$ cat src/rtl/lsu_axi_bridge.sv
// Single-outstanding AXI4 data master between the memory-access stage and the bus.
// One load or store at a time; returns right-aligned load data or store completion.
//
// state | meaning
// IDLE  | ready for a request
// AR    | read address presented, waiting for ARREADY
// R     | waiting for the read beat
// WR    | AW and W presented, each dropping on its own handshake
// B     | waiting for the write response
// RSP   | one-cycle completion pulse to the requester
module lsu_axi_bridge #(
  parameter logic [3:0] AXI_ID = 4'h1,
  parameter int         ADDR_W = 64,
  parameter int         DATA_W = 64
) (
  input  logic                clk,
  input  logic                rst,
  input  logic                req_valid,
  output logic                req_ready,
  input  logic                req_wen,
  input  logic [ADDR_W-1:0]   req_addr,
  input  logic [DATA_W-1:0]   req_wdata,
  input  logic [3:0]          req_wlen,
  output logic                rsp_valid,
  output logic [DATA_W-1:0]   rsp_rdata,
  output logic                rsp_err,
  output logic [3:0]          ARID,
  output logic [ADDR_W-1:0]   ARADDR,
  output logic [7:0]          ARLEN,
  output logic [2:0]          ARSIZE,
  output logic [1:0]          ARBURST,
  output logic                ARVALID,
  input  logic                ARREADY,
  input  logic [DATA_W-1:0]   RDATA,
  input  logic [1:0]          RRESP,
  input  logic                RLAST,
  input  logic                RVALID,
  output logic                RREADY,
  output logic [3:0]          AWID,
  output logic [ADDR_W-1:0]   AWADDR,
  output logic [7:0]          AWLEN,
  output logic [2:0]          AWSIZE,
  output logic [1:0]          AWBURST,
  output logic                AWVALID,
  input  logic                AWREADY,
  output logic [DATA_W-1:0]   WDATA,
  output logic [DATA_W/8-1:0] WSTRB,
  output logic                WLAST,
  output logic                WVALID,
  input  logic                WREADY,
  input  logic [1:0]          BRESP,
  input  logic                BVALID,
  output logic                BREADY
);

  typedef enum logic [2:0] {S_IDLE, S_AR, S_R, S_WR, S_B, S_RSP} state_t;

  state_t                state, state_nxt;
  logic [ADDR_W-1:0]     addr_q;
  logic [DATA_W-1:0]     wdata_q;
  logic [3:0]            wlen_q;
  logic                  aw_done, w_done;
  logic [DATA_W-1:0]     rdata_q;
  logic                  err_q;
  logic                  req_acc, req_bad, aw_ok, w_ok;
  logic [2:0]            size_q;
  logic [DATA_W/8-1:0]   strb_base;
  logic [DATA_W-1:0]     r_shift, load_data;
  logic                  unused_rlast;

  assign unused_rlast = RLAST;
  assign req_acc      = req_valid & req_ready;
  assign aw_ok        = aw_done | (AWVALID & AWREADY);
  assign w_ok         = w_done  | (WVALID & WREADY);

  // Size must be legal and the address naturally aligned to it.
  always_comb begin
    req_bad = 1'b0;
    case (req_wlen)
      4'd1:    req_bad = 1'b0;
      4'd2:    req_bad = req_addr[0];
      4'd4:    req_bad = |req_addr[1:0];
      4'd8:    req_bad = |req_addr[2:0];
      default: req_bad = 1'b1;
    endcase
  end

  always_ff @(posedge clk) begin
    if (rst) state <= S_IDLE;
    else     state <= state_nxt;
  end

  always_comb begin
    state_nxt = state;
    case (state)
      S_IDLE:  if (req_acc) state_nxt = req_bad ? S_RSP : (req_wen ? S_WR : S_AR);
      S_AR:    if (ARREADY) state_nxt = S_R;
      S_R:     if (RVALID) state_nxt = S_RSP;
      S_WR:    if (aw_ok && w_ok) state_nxt = S_B;
      S_B:     if (BVALID) state_nxt = S_RSP;
      S_RSP:   state_nxt = S_IDLE;
      default: state_nxt = S_IDLE;
    endcase
  end

  always_comb begin
    req_ready = 1'b0;
    ARVALID   = 1'b0;
    RREADY    = 1'b0;
    AWVALID   = 1'b0;
    WVALID    = 1'b0;
    BREADY    = 1'b0;
    rsp_valid = 1'b0;
    case (state)
      S_IDLE:  req_ready = 1'b1;
      S_AR:    ARVALID   = 1'b1;
      S_R:     RREADY    = 1'b1;
      S_WR: begin
        AWVALID = ~aw_done;
        WVALID  = ~w_done;
      end
      S_B:     BREADY    = 1'b1;
      S_RSP:   rsp_valid = 1'b1;
      default: ;
    endcase
  end

  always_ff @(posedge clk) begin
    if (rst) begin
      addr_q  <= '0;
      wdata_q <= '0;
      wlen_q  <= '0;
      aw_done <= 1'b0;
      w_done  <= 1'b0;
      rdata_q <= '0;
      err_q   <= 1'b0;
    end else begin
      if (req_acc) begin
        addr_q  <= req_addr;
        wdata_q <= req_wdata;
        wlen_q  <= req_wlen;
        aw_done <= 1'b0;
        w_done  <= 1'b0;
        rdata_q <= '0;
        err_q   <= req_bad;
      end
      if (state == S_WR) begin
        if (AWVALID && AWREADY) aw_done <= 1'b1;
        if (WVALID && WREADY)   w_done  <= 1'b1;
      end
      if (state == S_R && RVALID) begin
        rdata_q <= load_data;
        err_q   <= |RRESP;
      end
      if (state == S_B && BVALID) err_q <= |BRESP;
    end
  end

  assign r_shift = RDATA >> {addr_q[2:0], 3'b000};

  always_comb begin
    load_data = r_shift;
    size_q    = 3'd0;
    strb_base = '0;
    case (wlen_q)
      4'd1: begin load_data = {{(DATA_W-8){1'b0}},  r_shift[7:0]};  size_q = 3'd0; strb_base = 8'h01; end
      4'd2: begin load_data = {{(DATA_W-16){1'b0}}, r_shift[15:0]}; size_q = 3'd1; strb_base = 8'h03; end
      4'd4: begin load_data = {{(DATA_W-32){1'b0}}, r_shift[31:0]}; size_q = 3'd2; strb_base = 8'h0F; end
      4'd8: begin load_data = r_shift;                              size_q = 3'd3; strb_base = 8'hFF; end
      default: ;
    endcase
  end

  assign rsp_rdata = rdata_q;
  assign rsp_err   = err_q;

  assign ARID    = AXI_ID;
  assign ARADDR  = addr_q;
  assign ARLEN   = 8'd0;
  assign ARSIZE  = size_q;
  assign ARBURST = 2'b01;

  assign AWID    = AXI_ID;
  assign AWADDR  = addr_q;
  assign AWLEN   = 8'd0;
  assign AWSIZE  = size_q;
  assign AWBURST = 2'b01;

  assign WDATA   = wdata_q << {addr_q[2:0], 3'b000};
  assign WSTRB   = strb_base << addr_q[2:0];
  assign WLAST   = 1'b1;

endmodule

$ cat config.mk
export PLATFORM = sky130hd
export DESIGN_NAME = lsu_axi_bridge
export DESIGN_NICKNAME = d
export VERILOG_FILES = /design/src/rtl/lsu_axi_bridge.sv
export SDC_FILE = /design/constraint.sdc
export NUM_CORES = 1
export LEC_CHECK = 0
export CORE_AREA = 3 3 202 204
export CTS_CLUSTER_SIZE = 40
export DETAILED_ROUTE_END_ITERATION = 12
export DIE_AREA = 0 0 205 207
export PLACE_DENSITY = 0.6
export RECOVER_POWER = 25
export SKIP_CTS_REPAIR_TIMING = 1
export SLEW_MARGIN = 20
export SYNTH_ARGS = -nofsm -noshare
export SYNTH_HDL_FRONTEND = slang
export SYNTH_SLANG_ARGS = --single-unit
export TNS_END_PERCENT = 30
$ cat constraint.sdc
create_clock -name clk -period 1.89 [get_ports clk]
set_input_delay 0.189 -clock clk [delete_from_list [all_inputs] [get_ports clk]]
set_output_delay 0.189 -clock clk [all_outputs]
set_load 0.1 [all_outputs]
After elaboration in Yosys (flattened, before gate mapping). Cells that the tools add are included. Widths: inputs -> output; s select.

Bits of input ports: 210. Register bits after elaboration: 202. Logic and storage cells: 79.

Bitwise logic cells: 7. Mux-type cells: 30. Shift-type cells: 3. Reductions and logical operators: 13. Eq/ne operators: 18.

Operator list (number): $pmux 64 s3 (1); $mux 64 (2); $shl 64x6->64 (1); $shr 64x6->64 (1); $pmux 8 s4 (1); $mux 3 (6); $mux 1 (16); $pmux 3 s5 (1); $ne 2x2->1 const B (5); $eq 4x1->1 const B (2); $eq 4x2->1 const B (2); $eq 4x3->1 const B (2); $eq 4x4->1 const B (2); $shl 8x3->8 (1); $eq 3x2->1 const B (2); $eq 3x3->1 const B (2); $pmux 2 s3 (1); $reduce_or 2->1 (3); $logic_and 1x1->1 (5); $reduce_and 5->1 (1); $pmux 1 s4 (1); $and 1x1->1 (3); $eq 3x1->1 const B (1); $logic_not 3->1 (1); 6 further kinds (8).

Depth between registers and ports, before layout.
Depth in word-level cells: 7. Gate-level depth with buffers: 8. Gate-level depth less buffers: 4.

Worst setup path after synthesis. Ideal clock, no wire load.

Path kind: reg-to-output. From: register addr_q[0], in the netlist ARADDR[0]. To: output WSTRB[4]. Data arrival time: 4.343 ns. Setup slack: -2.642 ns. Cell stages (with the launch flop): 8. Path through: dfxtp_1 > buf_2 > buf_4 > buf_4 > o21ai_0 > a211oi_1 > a31oi_1 > o311ai_1.

Longest elaborated chain between the ends: 1.

RTL lines: from (decl) (RTL line 59) `logic [ADDR_W-1:0] addr_q;`; from (signal assigned) (RTL line 139) `addr_q <= req_addr;`; $shl 8x3->8 (RTL line 190) `assign WSTRB = strb_base << addr_q[2:0];`; to (decl) (RTL line 47) `output logic [DATA_W/8-1:0] WSTRB,`.

Every way passes these cells.

Final worst setup path.
From: register addr_q[1], in the netlist ARADDR[1]. To: output WDATA[51].

Longest elaborated chain between the ends: 1.

RTL lines: $shl 64x6->64 (RTL line 189) `assign WDATA = wdata_q << {addr_q[2:0], 3'b000};`; to (decl) (RTL line 46) `output logic [DATA_W-1:0] WDATA,`.

Every way passes these cells.

==> flow_metrics.tcl <==
set metrics [dict create \
    fin_nets 2127 \
    dp_hpwl_um 39440 \
    final_common_cell "nand2_1" \
    grt_use_total_pct 22.49 \
    violations "negative setup slack" \
    die_area_um2 42440 \
    drv_slew 0 \
    drt_wl_total_um 51630 \
    clock_sinks 202 \
    first_iter_violations 644 \
    holdPathStages 3 \
    final_cell_mix "nand2_1, clkdlybuf4s50_1, buf_4" \
    design.core.area_um2 39460 \
    ant_nets 0 \
    met2RoutedLength_um 25150 \
    antenna_found_initial 7 \
    clock.fmax_ghz 0.4229 \
    vias_per_cell 5.001 \
    cp.arrival_ps 2180 \
    path_class "flop to output port" \
    grt_pass1_vias 11840 \
    synth.distinct_cells 62 \
    h-tree-depth 1 \
    rsz0062_at_grt "true" \
    wl_met3_um 3231 \
    num_vias 12340 \
    highest_layer "met5" \
    synth_top_area_share_pct 34.52 \
    powerDensity_nw_per_um2 1667 \
    drc_errors 0 \
    relSlewSlack_pct 30.79 \
    post-route-min-period_ps 2365 \
    grt_pass1_wl_um 74490 \
    clock_skew_ps 20.59 \
    status "finished, violations left" \
    grt_max_degree 79 \
    holdWs_ps 171.9 \
    area_delta_synth_final_pct 71.79 \
    yosysSeqAreaShare_pct 34.52 \
    die_w_um 205 \
    globalRouteOverflowTotal 0 \
    clk_pin_slew_ps 70 \
    port_buffers 484 \
    rows 73 \
    preCtsSetupSlack_ps -224.8 \
    cp.required_ps 1700 \
    drive_gt1_share_pct 37.14 \
    worst_slack_ps -474.6 \
    cts_buffers 25 \
    drv_cap 0 \
    ys_warn_count 0 \
    yosys_most_used_dff "dfxtp_1" \
    finalSetupViolCount 99 \
    syn_area_um2 11710 \
    wl_met1_um 21980 \
    cts_tree "built" \
    post_synth.cell_area_avg_um2 8.107 \
    start_util_pct 29.69 \
    hold_viol 0 \
    yosysTopAreaCell "dfxtp_1" \
    synth_area_leaders "dfxtp_1, nand2_1, mux2i_1" \
    syn-instance-count 1445 \
    critPathLaunchType "flop" \
    endpoint_kind "output port" \
    io_pins 517 \
    worstRegToRegCells 7 \
    clock_latency_ps 560 \
    async_reset_ff_share_pct 0 \
    tightest_slew_ps 1036 \
    hold_class "primary input to flop" \
    wl_per_cell_um 20.93 \
    gp_congestion 0.9088 \
    period_share_pct 125.1 \
    path_max_fanout 24 \
    synth_edf_count 0 \
    ys_ff_latch 202 \
    ctsRootBufferMaster "clkbuf_16" \
    ir_worst_vdd_mv 1.246 \
    firstDrtPassIters 4 \
    clk_path_buf_depth 3 \
    fp.dieH_um 207 \
    p_leak_nw 7.756 \
]
state kept, by name, indices dropped and copies added (netlist names):
| signal | cells |
|---|---|
| ARADDR | 64 |
| aw_done | 1 |
| rsp_err | 1 |
| rsp_rdata | 64 |
| state | 3 |
| w_done | 1 |
| wdata_q | 64 |
| wlen_q | 4 |
area by class of cell:
type                    count  area [um^2]
clock inverters            17        261.5
clock buffers              29        660.6
flip-flops and latches    202         4076
inverters                  15        61.31
diodes                      6        15.01
well taps                 525        656.9
repair buffers            641         6673
fillers                  3705        19330
multi-input cells        1032         7721
routing by layer:
metal	track usage, %	vias to the layer above
li1	-	5889
met1	30.28	5960
met2	36.80	427
met3	4.353	59
met4	6.151	2
met5	0	-
kinds of logic after synthesis:
group | after synthesis | synth area share, %
flops | 202 | 34.52
buf+inv | 240 | 11.79
compound gates | 359 | 19.08
xor+xnor | 5 | 0.3739
simple gates | 477 | 17.36
other cells | 2 | 0.06411
mux | 160 | 16.82
through the flow:
stage | total power, W | std cells | cell area [um^2] | setup TNS [ps] | utilization, %
after floorplan | 0.02128 | 1474 | 12990 | -58410 | -
after global placement | 0.02726 | 2387 | 18490 | -8098 | 46.86
after detailed placement | 0.02736 | 2387 | 18490 | -8445 | 46.86
after CTS | 0.03289 | 2433 | 19410 | -47100 | 49.20
after global routing | 0.03476 | 2467 | 20130 | -35220 | 51.01
final | 0.03356 | 2467 | 20130 | -25240 | 51.01
critical path, cell delays in order, from the launching register on:
cell     delay [ps]
dfxtp_4         410
buf_4           170
buf_12          160
nor2b_4         210
buf_12          190
a21oi_4          90
o21ai_4         180
buf_12          190
cell usage after synthesis, types with 3 or more instances:
cell type and count:
or2_2 4, nand2_1 317, buf_2 53, nand2b_1 12
or3_1 3, o2bb2ai_1 31, mux2i_1 99, clkbuf_1 60
nand3b_1 6, o211ai_1 8, nor2b_1 9, nor3_1 5
nor2_1 78, a32o_1 3, buf_1 5, a21o_1 3
a22oi_1 9, o21ai_0 30, a32oi_1 9, dfxtp_1 202
mux4_2 26, buf_4 102, inv_1 15, a2bb2oi_1 3
mux2_2 35, a22o_1 20, xor2_1 3, a211oi_1 3
a21oi_1 181, a31oi_1 4, buf_6 4, o22ai_1 29
o221ai_1 5, o21a_1 6, and2_1 15, nor4b_1 3
nand4_1 11
report_power, final:
group	switching (W)	internal, W
registers	0.000949	0.00501
logic	0.0150	0.00714
clock network	0.00207	0.00335
total	0.0181	0.0155
final timing paths:
kind | startpoint | endpoint | slack [ps]
min | req_wdata[37] | wdata_q[37] | 170
max reg2reg | ARADDR[0] | rsp_rdata[3] | -40
min reg2reg | wdata_q[59] | wdata_q[59] | 460
max | ARADDR[1] | WDATA[51] | -470
Power figures use the tool's default switching activity.
